[src/rtl/hartslag_meter_if.sv]
// Heartbeat meter connection bundle: raw pulse input plus the BPM result and status flags.
interface hartslag_meter_if;
  logic       hartslagIngang;
  logic [7:0] hartslag;
  logic       hartslagValid;
  logic       hartslagHoog;
  logic       hartslagFout;

  modport master (
    input  hartslagIngang,
    output hartslag,
    output hartslagValid,
    output hartslagHoog,
    output hartslagFout
  );

  modport slave (
    output hartslagIngang,
    input  hartslag,
    input  hartslagValid,
    input  hartslagHoog,
    input  hartslagFout
  );
endinterface

[src/rtl/hartslag_meter.sv]
// Heartbeat pulse to BPM: synchronise, time intervals in ms, average the last four
// intervals and divide 240000 by their sum with a bit-serial restoring divider.
module hartslag_meter #(
  parameter int TICK_DIV   = 50000,
  parameter int REFRACT_MS = 240,
  parameter int TIMEOUT_MS = 3000,
  parameter int HOOG_BPM   = 140
) (
  input  logic             clk,
  input  logic             reset,
  hartslag_meter_if.master hs
);

  typedef enum logic [1:0] {ZOEK, METEN, DELEN, FOUT} state_t;

  localparam int            PW          = (TICK_DIV > 1) ? $clog2(TICK_DIV) : 1;
  localparam logic [PW-1:0] LP_PRE_MAX  = PW'(TICK_DIV - 1);
  localparam logic [11:0]   LP_REFRACT  = 12'(REFRACT_MS);
  localparam logic [11:0]   LP_TIMEOUT  = 12'(TIMEOUT_MS);
  localparam logic [7:0]    LP_HOOG     = 8'(HOOG_BPM);
  localparam logic [17:0]   LP_DIVIDEND = 18'd240000;

  state_t r_state, w_state_nx;

  logic          r_sync1, r_sync2, r_prev, r_edge;
  logic [PW-1:0] r_pre;
  logic          w_tick;
  logic [11:0]   r_ms;
  logic [11:0]   r_h0, r_h1, r_h2, r_h3;
  logic [2:0]    r_nhist;
  logic [13:0]   w_sum;
  logic          w_ms_ok;

  logic          w_clr_ms, w_shift, w_start, w_done, w_enter_fout;

  logic [13:0]   r_rem;
  logic [17:0]   r_dvd;
  logic [16:0]   r_q;
  logic [4:0]    r_it;
  logic [14:0]   w_rem_sh;
  logic          w_ge;
  logic [13:0]   w_rem_nx;
  logic [17:0]   w_q_nx;
  logic [7:0]    w_q_sat;

  logic [7:0]    r_bpm;
  logic          r_valid, r_hoog, r_fout;

  // Input synchroniser and registered rising-edge detector
  always_ff @(posedge clk or negedge reset) begin
    if (!reset) begin
      r_sync1 <= 1'b0;
      r_sync2 <= 1'b0;
      r_prev  <= 1'b0;
      r_edge  <= 1'b0;
    end else begin
      r_sync1 <= hs.hartslagIngang;
      r_sync2 <= r_sync1;
      r_prev  <= r_sync2;
      r_edge  <= r_sync2 & ~r_prev;
    end
  end

  assign w_tick  = (r_pre == LP_PRE_MAX);
  assign w_ms_ok = (r_ms >= LP_REFRACT);
  assign w_sum   = 14'(r_h0) + 14'(r_h1) + 14'(r_h2) + 14'(r_h3);

  always_ff @(posedge clk or negedge reset) begin
    if (!reset) r_state <= ZOEK;
    else        r_state <= w_state_nx;
  end

  always_comb begin
    w_state_nx   = r_state;
    w_clr_ms     = 1'b0;
    w_shift      = 1'b0;
    w_start      = 1'b0;
    w_done       = 1'b0;
    w_enter_fout = 1'b0;
    unique case (r_state)
      ZOEK: begin
        if (r_edge) begin
          w_clr_ms   = 1'b1;
          w_state_nx = METEN;
        end else if (r_ms == LP_TIMEOUT) begin
          w_enter_fout = 1'b1;
          w_state_nx   = FOUT;
        end
      end
      METEN: begin
        if (r_edge && w_ms_ok) begin
          w_clr_ms = 1'b1;
          w_shift  = 1'b1;
          if (r_nhist >= 3'd3) begin
            w_start    = 1'b1;
            w_state_nx = DELEN;
          end
        end else if (r_ms == LP_TIMEOUT) begin
          w_enter_fout = 1'b1;
          w_state_nx   = FOUT;
        end
      end
      DELEN: begin
        if (r_it == 5'd17) begin
          w_done     = 1'b1;
          w_state_nx = METEN;
        end
      end
      FOUT: begin
        if (r_edge) begin
          w_clr_ms   = 1'b1;
          w_state_nx = METEN;
        end
      end
      default: w_state_nx = ZOEK;
    endcase
  end

  // One restoring-division step; the last step's quotient feeds the output directly
  assign w_rem_sh = {r_rem, r_dvd[17]};
  assign w_ge     = (w_rem_sh >= {1'b0, w_sum});
  assign w_rem_nx = w_ge ? 14'(w_rem_sh - {1'b0, w_sum}) : w_rem_sh[13:0];
  assign w_q_nx   = {r_q, w_ge};
  assign w_q_sat  = (|w_q_nx[17:8]) ? 8'hFF : w_q_nx[7:0];

  always_ff @(posedge clk or negedge reset) begin
    if (!reset) begin
      r_pre   <= '0;
      r_ms    <= '0;
      r_h0    <= '0;
      r_h1    <= '0;
      r_h2    <= '0;
      r_h3    <= '0;
      r_nhist <= '0;
      r_rem   <= '0;
      r_dvd   <= '0;
      r_q     <= '0;
      r_it    <= '0;
      r_bpm   <= '0;
      r_valid <= 1'b0;
      r_hoog  <= 1'b0;
      r_fout  <= 1'b0;
    end else begin
      r_valid <= 1'b0;
      r_pre   <= w_tick ? '0 : r_pre + PW'(1);

      if (w_clr_ms)
        r_ms <= '0;
      else if (w_tick && (r_ms != LP_TIMEOUT))
        r_ms <= r_ms + 12'd1;

      if (w_enter_fout) begin
        r_h0    <= '0;
        r_h1    <= '0;
        r_h2    <= '0;
        r_h3    <= '0;
        r_nhist <= '0;
        r_bpm   <= '0;
        r_hoog  <= 1'b0;
        r_fout  <= 1'b1;
      end else if (w_shift) begin
        r_h0 <= r_ms;
        r_h1 <= r_h0;
        r_h2 <= r_h1;
        r_h3 <= r_h2;
        if (r_nhist != 3'd4) r_nhist <= r_nhist + 3'd1;
      end

      if (w_start) begin
        r_rem <= '0;
        r_dvd <= LP_DIVIDEND;
        r_q   <= '0;
        r_it  <= '0;
      end else if (r_state == DELEN) begin
        r_rem <= w_rem_nx;
        r_dvd <= {r_dvd[16:0], 1'b0};
        r_q   <= w_q_nx[16:0];
        r_it  <= r_it + 5'd1;
      end

      if (w_done) begin
        r_bpm   <= w_q_sat;
        r_hoog  <= (w_q_sat > LP_HOOG);
        r_fout  <= 1'b0;
        r_valid <= 1'b1;
      end
    end
  end

  assign hs.hartslag      = r_bpm;
  assign hs.hartslagValid = r_valid;
  assign hs.hartslagHoog  = r_hoog;
  assign hs.hartslagFout  = r_fout;

endmodule

[src/flat_wrapper.sv]
// flat-port wrapper written by rule: the top's interface ports become plain ports
module hartslag_meter_flat 
#(
  parameter int TICK_DIV   = 50000,
  parameter int REFRACT_MS = 240,
  parameter int TIMEOUT_MS = 3000,
  parameter int HOOG_BPM   = 140
)
  (clk, reset, hs_hartslagIngang, hs_hartslag, hs_hartslagValid, hs_hartslagHoog, hs_hartslagFout);
  hartslag_meter_if hs_i ();
  input  logic clk;
  input  logic reset;
  input wire logic [$bits(hs_i.hartslagIngang)-1:0] hs_hartslagIngang;
  output wire logic [$bits(hs_i.hartslag)-1:0] hs_hartslag;
  output wire logic [$bits(hs_i.hartslagValid)-1:0] hs_hartslagValid;
  output wire logic [$bits(hs_i.hartslagHoog)-1:0] hs_hartslagHoog;
  output wire logic [$bits(hs_i.hartslagFout)-1:0] hs_hartslagFout;
  assign hs_i.hartslagIngang = hs_hartslagIngang;
  assign hs_hartslag = hs_i.hartslag;
  assign hs_hartslagValid = hs_i.hartslagValid;
  assign hs_hartslagHoog = hs_i.hartslagHoog;
  assign hs_hartslagFout = hs_i.hartslagFout;
  hartslag_meter #(.TICK_DIV(TICK_DIV), .REFRACT_MS(REFRACT_MS), .TIMEOUT_MS(TIMEOUT_MS), .HOOG_BPM(HOOG_BPM)) u_core (.clk(clk), .reset(reset), .hs(hs_i));
endmodule
[config.mk]
export PLATFORM = sky130hd
export DESIGN_NAME = hartslag_meter_flat
export DESIGN_NICKNAME = d
export VERILOG_FILES = /design/src/rtl/hartslag_meter_if.sv /design/src/rtl/hartslag_meter.sv /design/src/flat_wrapper.sv
export SDC_FILE = /design/constraint.sdc
export NUM_CORES = 1
export LEC_CHECK = 0
export ABC_AREA = 1
export BUFFER_PORTS_ARGS = -buffer_cell sky130_fd_sc_hd__buf_2
export CAP_MARGIN = 0
export CORE_MARGIN = 1
export CORE_UTILIZATION = 37
export CTS_BUF_LIST = sky130_fd_sc_hd__clkbuf_2 sky130_fd_sc_hd__clkbuf_4 sky130_fd_sc_hd__clkbuf_8
export CTS_CLUSTER_DIAMETER = 120
export CTS_CLUSTER_SIZE = 24
export DETAILED_ROUTE_END_ITERATION = 8
export PLACE_DENSITY_LB_ADDON = 0.05
export SETUP_SLACK_MARGIN = 0.05
export SLEW_MARGIN = 20
export SYNTH_ARGS = -nofsm -noshare
export SYNTH_HDL_FRONTEND = slang
export SYNTH_SLANG_ARGS = --single-unit
export TNS_END_PERCENT = 30
[constraint.sdc]
create_clock -name clk -period 13.5 [get_ports clk]
set_clock_uncertainty 0.1 [all_clocks]
set_input_delay 2.025 -clock clk [delete_from_list [all_inputs] [get_ports clk]]
set_output_delay 2.025 -clock clk [all_outputs]
set_load 0.01 [all_outputs]
### After elaboration in Yosys (flattened, before gate mapping)

Index checks and enable logic that the tools add are counted.

| word-level totals | value |
|---|---|
| register bits after elaboration | 150 |
| input bits | 3 |

| operators by class | value |
|---|---|
| bitwise logic cells | 2 |
| add/subtract/negate cells | 8 |
| muxes and demuxes | 51 |
| reduce and logical (&&, ||, !) cells | 12 |
| equal/unequal tests | 11 |
| magnitude comparators | 4 |

Operators with widths:

| kind | number |
|---|---|
| $mux 12 | 10 |
| $mux 14 | 3 |
| $mux 18 | 2 |
| $mux 17 | 2 |
| $add 14x12->14 | 2 |
| $mux 8 | 3 |
| $add 16x1->16 const B | 1 |
| $eq 16x16->1 const B | 1 |
| $mux 1 | 16 |
| $mux 16 | 1 |
| $ge 15x14->1 | 1 |
| $sub 14x14->14 | 1 |
| $add 12x12->13 | 1 |
| $add 12x1->12 const B | 1 |
| $eq 12x12->1 const B | 1 |
| $ge 12x8->1 const B | 1 |
| $mux 2 | 6 |
| $ne 12x12->1 const B | 1 |
| $mux 5 | 2 |
| $reduce_bool 2->1 | 5 |
| $reduce_or 10->1 | 1 |
| $mux 3 | 3 |
| $gt 8x8->1 const B | 1 |
| $pmux 2 s4 | 1 |
| other kinds (16) | 21 |

### Depth between registers and ports, before layout

Gate-level depths: netlist of run 1.

| logic depth | value |
|---|---|
| word-level depth | 7 |
| gate-level depth with buffers | 27 |

### Least setup slack after synthesis of run 1

Ideal clock, no wire load.

| timing | value |
|---|---|
| kind | register to register |
| start point | reg u_core.r_h1[0] |
| end point | reg u_core.r_bpm[0] (netlist: u_core.hs.hartslag[0]) |
| path slack | 9.198 ns |
| library setup time | 0.120 ns |
| clock period less this slack | 4.302 ns |
| required time | 13.280 ns |
| stages on the path, launching flop included | 25 |
| data arrival time | 4.082 ns |
| path through | dfrtp_1 > ha_1 > inv_1 > fa_1 > o21ai_0 > xor2_1 > fa_1 > inv_1 > ha_1 > a21oi_1 > o21ai_0 > a21oi_1 > nor2_1 > nor2_1 > xor2_1 > ha_1 > nand2_1 > inv_1 > nand2_1 > nand2_1 > a21oi_1 > nand3_2 > buf_4 > o21ai_0 > nand2_1 |

| on the way | value |
|---|---|
| longest elaborated chain between the ends | 6 |

Ends and longest elaborated chain:

| element | RTL line | RTL |
|---|---|---|
| start, declared | hartslag_meter.sv:29 | `logic [11:0] r_h0, r_h1, r_h2, r_h3;` |
| start signal, assigned | hartslag_meter.sv:163 | `r_h1 <= r_h0;` |
| $add 12x12->13 | hartslag_meter.sv:66 | `assign w_sum = 14'(r_h0) + 14'(r_h1) + 14'(r_h2) + 14'(r_h3);` |
| $add 14x12->14 (2 in a row) | hartslag_meter.sv:66 |  |
| $ge 15x14->1 | hartslag_meter.sv:121 | `assign w_ge = (w_rem_sh >= {1'b0, w_sum});` |
| $mux 8 | hartslag_meter.sv:124 | `assign w_q_sat = (\|w_q_nx[17:8]) ? 8'hFF : w_q_nx[7:0];` |
| $mux 8 | hartslag_meter.sv:181 | `if (w_done) begin` |
| end signal, assigned | hartslag_meter.sv:182 | `r_bpm <= w_q_sat;` |
| end, declared | hartslag_meter.sv:46 | `logic [7:0] r_bpm;` |

No other way between the ends.
A chain may end at the register's enable or synchronous reset.

### Final worst setup path of run 1

| timing | value |
|---|---|
| start point | reg u_core.r_h1[0] |
| end point | reg u_core.r_rem[4] |

| on the way | value |
|---|---|
| longest elaborated chain between the ends | 7 |
| elaborated cells between the ends (all ways) | 8 |

Ends and longest elaborated chain:

| element | RTL line | RTL |
|---|---|---|
| $add 12x12->13 * | hartslag_meter.sv:66 |  |
| $add 14x12->14 * (2 in a row) | hartslag_meter.sv:66 |  |
| $sub 14x14->14 / $ge 15x14->1 (equally long branches) | hartslag_meter.sv:122, hartslag_meter.sv:121 |  |
| $mux 14 * | hartslag_meter.sv:122 | `assign w_rem_nx = w_ge ? 14'(w_rem_sh - {1'b0, w_sum}) : w_rem_sh[13:0];` |
| $mux 14 * | hartslag_meter.sv:174 | `end else if (r_state == DELEN) begin` |
| $mux 14 * | hartslag_meter.sv:169 | `if (w_start) begin` |
| end signal, assigned | hartslag_meter.sv:175 | `r_rem <= w_rem_nx;` |
| end, declared | hartslag_meter.sv:36 | `logic [13:0] r_rem;` |

Every way passes the cells marked *; elsewhere a longest branch is shown, timed or not. The select of a mux whose other input is x is not followed.

==> results_dict.tcl, run 1 <==
set metrics [dict create \
    status "finished clean" \
    cp-end-kind "register" \
    ios 14 \
    cts-htree-levels 4 \
    worst_r2r_endpoint "u_core.r_rem[4]" \
    seqCellArea_um2 3580 \
    p_leak_nw 5.63 \
    syn_avg_cell_area_um2 7.46 \
    synth_largest_area_cell "dfrtp_1" \
    wl_per_cell_um 13.3 \
    final.setup.worst_slack_ns 8.39 \
    worstPathMaxFanout 17 \
    synth-edff-count 0 \
    areaGrowthSynthToFinish_pct 7.98 \
    peakVddDrop_uv 53.4 \
    antenna_found_initial 0 \
    drc_errors 0 \
    port_buffers 13 \
    slew_violations 0 \
    crit_family "adder cells" \
    postCtsHoldBufs 0 \
    fin_nets 1313 \
    synthArstFlopShare 1.00 \
    r2r_start "u_core.r_h1[0]" \
    layout-drive-gt1-share 0.0644 \
    drt-initial-drc-count 333 \
    antenna_left 0 \
    cts_sinks 143 \
    grt_max_degree 89 \
    synth_area_leaders "dfrtp_1 (39%), nand2_1 (15%), inv_1 (10%)" \
    clk_latency_ns 0.47 \
    cts_root_buf "clkbuf_8" \
    rsz0062_at_grt "no" \
    cts.clk_slew.worst_paths_ns 0.10 \
    power_mw 0.843 \
    max_freq_ghz 0.196 \
    cp_cell_sequence "ha_1 > inv_1 > fa_1 > inv_1 > a21oi_1 > o21ai_0 > xor2_1 > fa_1 > ha_1 > a21o_1 > a21boi_0 > nand3_1 > a21oi_1 > nor2_1 > nor2_1 > ha_1 > nand2_1 > nor2_1 > a21oi_1 > nand3_2 > inv_1 > nand2_1 > nand3_1 > nand2_1" \
    min_period_ns 5.11 \
    maxSlewHeadroom 0.299 \
    drt-pass1-iter-count 4 \
    grt_pass1_vias 7400 \
    critPathRequiredTime_ns 13.75 \
    cap_violations 0 \
    gp_congestion 0.863 \
    syn_nets 1308 \
    vias 7325 \
    whs_endpoint "u_core.r_sync2" \
    syn_inst 1240 \
    setup_viol 0 \
    worst-path-stages 24 \
    arrival_ns 5.37 \
    cts_resized 0 \
    ys_ff_latch 143 \
    start_kind "register" \
    holdPathStages 0 \
    place_ws_ns 8.34 \
    crit_buf_inv 3 \
    final_cell_count_no_fill 1582 \
    overflow 0 \
    timing.hold.ws_ns 0.261 \
    critPathSlowestCell "fa_1" \
    die_w_um 160 \
    p_per_area_nw_per_um2 84.4 \
    post-place-cells 1550 \
    start_util 0.379 \
    ys_warn_count 0 \
    ys_types 42 \
    r2r_slack_ns 8.39 \
    vias_per_cell 4.63 \
    fp.dieArea_um2 25600 \
    finalWirelength_um 21100 \
    cts_buffers 17 \
    hold_viol 0 \
    reg2reg_depth 24 \
    worstMarginPinSlew_ns 1.05 \
    worstHoldPathType "reg2reg" \
    ys.flop_type "dfrtp_1" \
    fin_crit_sh 0.379 \
    tns_ns 0 \
    syn-cell-area_um2 9250 \
    hp-start "u_core.r_sync1" \
    rows 57 \
    critPathKind "reg2reg" \
    diodes 0 \
    nFillCells 2603 \
    die_height_um 160 \
    cts_tree "built" \
    hpwl_um 15100 \
    postCtsSetupRepairBufs 0 \
    ys_seq_area_frac 0.387 \
    multi_input_area_um2 4530 \
    grt_usage 0.179 \
    max_stage_delay_ns 0.44 \
    clock_path_buffers 2 \
    grt_pass1_wl_um 37000 \
    synth_top_area_frac 0.387 \
    coreArea_um2 24400 \
]
routing by layer:
metal  wire length (um)  vias to the layer above  global-route usage
met5                  0                        -                   0
met4                243                        0              0.0498
met3                454                       16              0.0252
li1                   -                     3866                   -
met2               9540                       66               0.288
met1              10900                     3377               0.251
worst max-delay path by stage:
stage          slack (ns)            from               endpoint
6_report             8.39  u_core.r_h1[0]        u_core.r_rem[4]
5_1_grt              7.78  u_core.r_h1[3]        u_core.r_rem[4]
4_1_cts              8.27  u_core.r_h1[0]        u_core.r_rem[3]
3_5_place_dp         8.34  u_core.r_h1[4]        u_core.r_rem[8]
3_3_place_gp         8.38  u_core.r_h1[3]        u_core.r_rem[3]
2_1_floorplan        9.20  u_core.r_h1[0]  u_core.hs.hartslag[0]
sequential cells by signal, summed over array words and instances, names as in the netlist, 11 cells and up:
register / count
u_core.r_q: 17
u_core.r_pre: 16
u_core.r_rem: 14
u_core.r_h0: 12
u_core.r_h1: 12
u_core.r_h2: 12
u_core.r_h3: 12
u_core.r_ms: 12
u_core.r_dvd: 11
cells in the mapped netlist (all sizes together) (2+ instances only):
| library cell | count |
|---|---|
| nor3 | 9 |
| inv | 252 |
| xor2 | 22 |
| a22oi | 7 |
| or2 | 2 |
| a21o | 2 |
| o21ai | 74 |
| xnor2 | 15 |
| ha | 50 |
| o22ai | 22 |
| a21oi | 35 |
| nand2 | 374 |
| dfrtp | 143 |
| buf | 25 |
| nand4 | 23 |
| and2 | 2 |
| o21bai | 2 |
| fa | 15 |
| nor2 | 73 |
| o21a | 2 |
| nand3b | 6 |
| clkbuf | 3 |
| nor4 | 4 |
| nand3 | 75 |
layout by cell type, fill, tap and decap left out, types with 15 or more instances in the layout:
master	netlist	final
nand4_1	21	21
nand2_1	368	367
xnor2_1	15	15
nor2_1	69	69
a21oi_1	35	35
o21ai_0	53	53
dfrtp_1	143	143
o22ai_1	22	22
ha_1	50	50
nand3_1	74	74
fa_1	15	15
xor2_1	22	22
inv_1	248	248
clkbuf_8	0	17
power by group:
group | leakage (nW) | internal [mW] | switching (mW)
clock network | 0.217 | 0.148 | 0.224
registers | 1.97 | 0.430 | 0.00220
logic | 3.44 | 0.00965 | 0.0296
total | 5.63 | 0.587 | 0.255
metrics by stage:
step                       util  instance area [um2]
final                     0.409                 9980
after global routing      0.409                 9980
after CTS                 0.409                 9980
after detailed placement  0.391                 9540
after global placement    0.391                 9540
after floorplan               -                 9250
layout make-up:
class | count | share of cell area
well taps | 324 | 0.0406
flip-flops and latches | 143 | 0.358
clock buffers | 17 | 0.0234
multi-input cells | 817 | 0.454
clock inverters | 15 | 0.0207
inverters | 252 | 0.0950
repair buffers | 14 | 0.00789
cell families (layout without fill, tap and decap cells):
logic type / after synthesis / after routing / synth area share
fa+ha+maj: 65 / 65 / 0.100
compound gates: 145 / 145 / 0.0905
simple gates: 570 / 570 / 0.264
buf+inv: 280 / 298 / 0.123
xor+xnor: 37 / 37 / 0.0350
flops: 143 / 143 / 0.387
Note: power is estimated with default switching activity, not from simulation.
==> run 2: changes to the inputs <==
==> constraint.sdc (replaced) <==
create_clock -name clk -period 4.98 [get_ports clk]
set_clock_uncertainty 0.1 [all_clocks]
set_input_delay 0.747 -clock clk [delete_from_list [all_inputs] [get_ports clk]]
set_output_delay 0.747 -clock clk [all_outputs]
set_load 0.01 [all_outputs]
==> run 2 against run 1 <==
Sequential cell count stayed put. Non-clock buffer count rose by 16. Via count increased by 1.7%. Sequential power grew to 2.7 times the previous value. Wire length is 3.2% higher.
==> results_dict.tcl, run 2 (synthesis results as in run 1) <==
set metrics [dict create \
    port_buffers 13 \
    antenna_found_initial 0 \
    post-place-cells 1557 \
    final_cell_count_no_fill 1599 \
    p_per_area_nw_per_um2 224 \
    p_int_mw 1.67 \
    vias 7450 \
    coreArea_um2 24400 \
    p_leak_nw 5.73 \
    fin_nets 1330 \
    peakVddDrop_uv 159 \
    critPathRequiredTime_ns 5.23 \
    cts-htree-levels 4 \
    fin_crit_sh 0.934 \
    die_height_um 160 \
    final_common_cell "nand2_1" \
    clock_path_buffers 2 \
    final_area_um2 10300 \
    crit_family "adder cells" \
    areaGrowthSynthToFinish_pct 11.4 \
    vias_per_cell 4.66 \
    drt-initial-drc-count 442 \
    dpl_cell_area_um2 9600 \
    status "finished clean" \
    largest_reg_flops 17 \
    cap_violations 0 \
    layout_common_cells "nand2_1 (365), inv_1 (247), dfrtp_1 (143)" \
    start_util 0.379 \
    cp-end-kind "register" \
    hold_viol 0 \
    max_freq_ghz 0.215 \
    cts_sinks 143 \
    cts_root_buf "clkbuf_8" \
    largest-register "u_core.r_q" \
    comb_power_share 0.048 \
    postCtsHoldBufs 0 \
    p_seq_frac 0.509 \
    hpwl_um 15500 \
    grt_usage 0.177 \
    clk_latency_ns 0.45 \
    overflow 0 \
    grt_max_degree 78 \
    min_period_ns 4.65 \
    drc_errors 0 \
    cts.clk_slew.worst_paths_ns 0.10 \
    critPathSlowestCell "fa_1" \
    cts_buffers 17 \
    nFillCells 2533 \
    tns_ns 0 \
    ios 14 \
    gp_congestion 0.833 \
    power.share.clock 0.444 \
    slew_violations 0 \
    die_w_um 160 \
    antenna_left 0 \
    drt-pass1-iter-count 5 \
    cts_tree "built" \
    setup_viol 0 \
    p_sw_frac 0.276 \
    grt_pass1_vias 7241 \
    worstPathMaxFanout 5 \
    reg.largest.list "u_core.r_q x17, u_core.r_pre x16, u_core.r_rem x14" \
    fp.dieArea_um2 25600 \
    finalWirelength_um 21800 \
    diodes 0 \
    start_kind "register" \
    maxSlewHeadroom 0.408 \
    p_switching_mw 0.635 \
    crit_buf_inv 6 \
    max_stage_delay_ns 0.44 \
    rows 57 \
    layout-drive-gt1-share 0.100 \
    critPathKind "reg2reg" \
    rsz0062_at_grt "no" \
    cp_cell_sequence "ha_1 > inv_1 > fa_1 > o21ai_0 > xor2_1 > fa_1 > inv_1 > ha_1 > buf_4 > nand2_1 > nor2_1 > a21oi_2 > o21ai_0 > xor2_1 > ha_1 > buf_4 > inv_1 > nor2_1 > nand4_1 > nand3_4 > buf_4 > o21ai_0 > nand3_1 > nand2_1" \
    grt_pass1_wl_um 36600 \
    arrival_ns 4.91 \
    worstMarginPinSlew_ns 0.884 \
    wl_per_cell_um 13.6 \
    timing.hold.ws_ns 0.240 \
    worstHoldPathType "in2async" \
]
## run 2: cell count changes in the layout (fill, tap and decap cells not counted), moves of 3 or more
cell,change
a21oi_1,-10
ha_4,+6
inv_8,+3
ha_1,-9
o21ai_1,+3
o21ai_0,-5
a21oi_2,+8
buf_4,+16
ha_2,+3
clkinv_8,-7
## run 2: metrics by stage
stage / util / setup WS [ns] / power, mW
floorplan: - / 0.678 / 1.26
global placement: 0.393 / -0.0493 / 1.31
detailed placement: 0.393 / -0.117 / 1.31
CTS: 0.412 / 0.0738 / 2.35
global route: 0.422 / 0.00302 / 2.41
finish: 0.422 / 0.328 / 2.30
## run 2: routing by layer
layer / track usage / vias to the layer above / routed length, um
li1: - / 3894 / -
met1: 0.255 / 3456 / 11300
met2: 0.276 / 86 / 9720
met3: 0.0306 / 14 / 601
met4: 0.0433 / 0 / 200
met5: 0 / - / 0
## run 2: worst paths after layout
path / startpoint / slack (ns) / cells after the start / end
worst min-delay path: reset / 0.24 / 1 / u_core.r_h3[1]
max in group asynchronous: reset / 3.53 / 2 / u_core.r_pre[0]
worst min register to register: u_core.r_sync1 / 0.25 / 0 / u_core.r_sync2
min in group clk: u_core.r_sync1 / 0.25 / 0 / u_core.r_sync2
worst max-delay path: u_core.r_h1[0] / 0.33 / 24 / u_core.r_rem[2]
worst max register to register: u_core.r_h1[0] / 0.33 / 24 / u_core.r_rem[2]
## run 2: final cells by class
| class | instances | area (um2) | area share |
|---|---|---|---|
| Clock buffer | 17 | 234 | 0.0227 |
| Sequential cell | 143 | 3580 | 0.348 |
| Timing Repair Buffer | 30 | 199 | 0.0193 |
| Multi-Input combinational cell | 818 | 4740 | 0.461 |
| Clock inverter | 15 | 189 | 0.0183 |
| Inverter | 252 | 948 | 0.0921 |
| Tap cell | 324 | 405 | 0.0394 |
## run 2: what timing repair did
| item | in CTS | in global routing |
|---|---|---|
| setup buffers | 0 | 9 |
| hold endpoints to repair | 0 | 0 |
| endpoints found under the setup margin | 17 | 17 |
| resized for setup | 6 | 36 |
| gates cloned | 0 | 1 |
| pin swaps | 0 | 12 |
## run 2: power by group through the flow
stage	sequential [mW]	clock, mW	combinational [mW]
after floorplan	1.19	0	0.0681
after global placement	1.19	0	0.112
after detailed placement	1.19	0	0.112
after CTS	1.17	1.06	0.112
after global routing	1.17	1.10	0.129
final	1.17	1.02	0.110
==> run 3: changes to the inputs <==
--- a/config.mk
+++ b/config.mk
@@ -6,7 +6,7 @@
 export NUM_CORES = 1
 export LEC_CHECK = 0
 export ABC_AREA = 1
-export BUFFER_PORTS_ARGS = -buffer_cell sky130_fd_sc_hd__buf_2
+export BUFFER_PORTS_ARGS = -buffer_cell sky130_fd_sc_hd__buf_4
 export CAP_MARGIN = 0
 export CORE_MARGIN = 1
 export CORE_UTILIZATION = 37
==> run 3 against run 2 <==
Worst setup slack better by 0.031 ns. Total power down 1.6%. Combinational power down 4%. Worst hold slack better by 0.018 ns. Register-to-register slack better by 0.03 ns. Clock-buffer cell count unchanged. Critical endpoint is now u_core.r_rem[0]. Largest power group unchanged.
==> results_dict.tcl, run 3 (synthesis results as in run 1) <==
set metrics [dict create \
    timing.hold.ws_ns 0.258 \
    vias 7424 \
    critPathCapture "u_core.r_rem[0]" \
    gp_congestion 0.839 \
    p_per_area_nw_per_um2 220 \
    crit_buf_inv 3 \
    start_kind "register" \
    p_leak_nw 5.71 \
    worstMarginPinSlew_ns 1.04 \
    overflow 0 \
    worstPathMaxFanout 6 \
    postCtsHoldBufs 0 \
    antenna_left 0 \
    crit_top_cell "nand2_1" \
    largest-register "u_core.r_q" \
    final.setup.worst_slack_ns 0.359 \
    rsz0062_at_grt "no" \
    r2r_start "u_core.r_h1[4]" \
    grt_pass1_wl_um 36200 \
    cp-end-kind "register" \
    tns_ns 0 \
    ios 14 \
    critPathKind "reg2reg" \
    grt_max_degree 96 \
    cts-htree-levels 4 \
    critPathSlowestCell "fa_1" \
    wl_per_cell_um 13.3 \
    hold_viol 0 \
    nFillCells 2598 \
    setup_viol 0 \
    max_freq_ghz 0.216 \
    layout_common_cells "nand2_1 (363), inv_1 (247), dfrtp_1 (143)" \
    port_buffers 13 \
    arrival_ns 4.88 \
    drt-pass1-iter-count 4 \
    cts.clk_slew.worst_paths_ns 0.10 \
    slew_violations 0 \
    worstHoldPathType "in2async" \
    die_w_um 160 \
    peakVddDrop_uv 172 \
    rows 57 \
    grt_pass1_vias 7245 \
    layout-drive-gt1-share 0.0991 \
    reg2reg_depth 26 \
    vias_per_cell 4.65 \
    worst_r2r_endpoint "u_core.r_rem[0]" \
    power_mw 2.27 \
    hpwl_um 15300 \
    maxSlewHeadroom 0.302 \
    critPathRequiredTime_ns 5.24 \
    cap_violations 0 \
    cts_tree "built" \
    largest_reg_flops 17 \
    fin_nets 1326 \
    fin_crit_sh 0.928 \
    grt_usage 0.177 \
    die_height_um 160 \
    cts_sinks 143 \
    reg.largest.list "u_core.r_q x17, u_core.r_pre x16, u_core.r_rem x14" \
    start_util 0.379 \
    cts_root_buf "clkbuf_8" \
    antenna_found_initial 0 \
    drt-initial-drc-count 365 \
    drc_errors 0 \
    r2r_slack_ns 0.36 \
    place_ws_ns -0.0411 \
    coreArea_um2 24400 \
    max_stage_delay_ns 0.60 \
    worst-path-stages 26 \
    finalWirelength_um 21200 \
    post-place-cells 1557 \
    diodes 0 \
    clk_latency_ns 0.47 \
    areaGrowthSynthToFinish_pct 11.3 \
    final_common_cell "nand2_1" \
    final_cell_count_no_fill 1595 \
    cts_buffers 17 \
    fp.dieArea_um2 25600 \
    min_period_ns 4.62 \
    status "finished clean" \
    crit_start "u_core.r_h1[4]" \
    crit_family "adder cells" \
    clock_path_buffers 2 \
]
## run 3: layout make-up
class / count / area, um2 / area share
clock inverter: 15 / 206 / 0.0201
inverter: 252 / 948 / 0.0922
multi-input combinational: 817 / 4710 / 0.458
tap: 324 / 405 / 0.0394
clock buffer: 17 / 234 / 0.0227
timing repair buffer: 27 / 206 / 0.0201
sequential: 143 / 3580 / 0.348
## run 3: what timing repair did
item                       4_1_cts  5_1_grt
setup endpoints to repair       14       17
resized for setup                6       37
pin swaps                        2       10
buffers inserted                 1        5
## run 3: through the flow
step                area [um2]  utilization
floorplan                 9250            -
global placement          9630        0.395
detailed placement        9630        0.395
CTS                      10100        0.414
global route             10300        0.422
finish                   10300        0.422
## run 3: power breakdown
| group | internal (mW) | total [mW] | switching, mW |
|---|---|---|---|
| Combinational | 0.0267 | 0.106 | 0.0798 |
| Clock | 0.397 | 0.989 | 0.592 |
| Sequential | 1.17 | 1.17 | 0.00596 |
## run 3: worst min path at each step
| stage | startpoint | to | slack, ns | depth (start not counted) |
|---|---|---|---|---|
| 2_1_floorplan | u_core.r_sync1 | u_core.r_sync2 | 0.23 | 0 |
| 5_1_grt | hs_hartslagIngang | u_core.r_sync1 | 0.24 | 1 |
| 4_1_cts | hs_hartslagIngang | u_core.r_sync1 | 0.25 | 1 |
| 3_3_place_gp | u_core.r_sync1 | u_core.r_sync2 | 0.24 | 0 |
| 6_report | reset | u_core.r_h3[1] | 0.26 | 1 |
| 3_5_place_dp | u_core.r_sync1 | u_core.r_sync2 | 0.24 | 0 |
## run 3: worst register-to-register path, delay by kind of cell, from the launching register on
kind / cells / cell delay [ns]
simple gates: 12 / 1.13
fa+ha+maj: 4 / 1.48
flops: 1 / 0.41
buf+inv: 3 / 0.30
xor+xnor: 1 / 0.19
compound gates: 6 / 0.90
## run 3: layer usage
layer / vias to the layer above / global-route usage / part of all wire
met2: 74 / 0.279 / 0.45
met5: - / 0 / 0
met1: 3452 / 0.249 / 0.51
met3: 13 / 0.0327 / 0.029
met4: 0 / 0.0416 / 0.0092
li1: 3885 / - / -
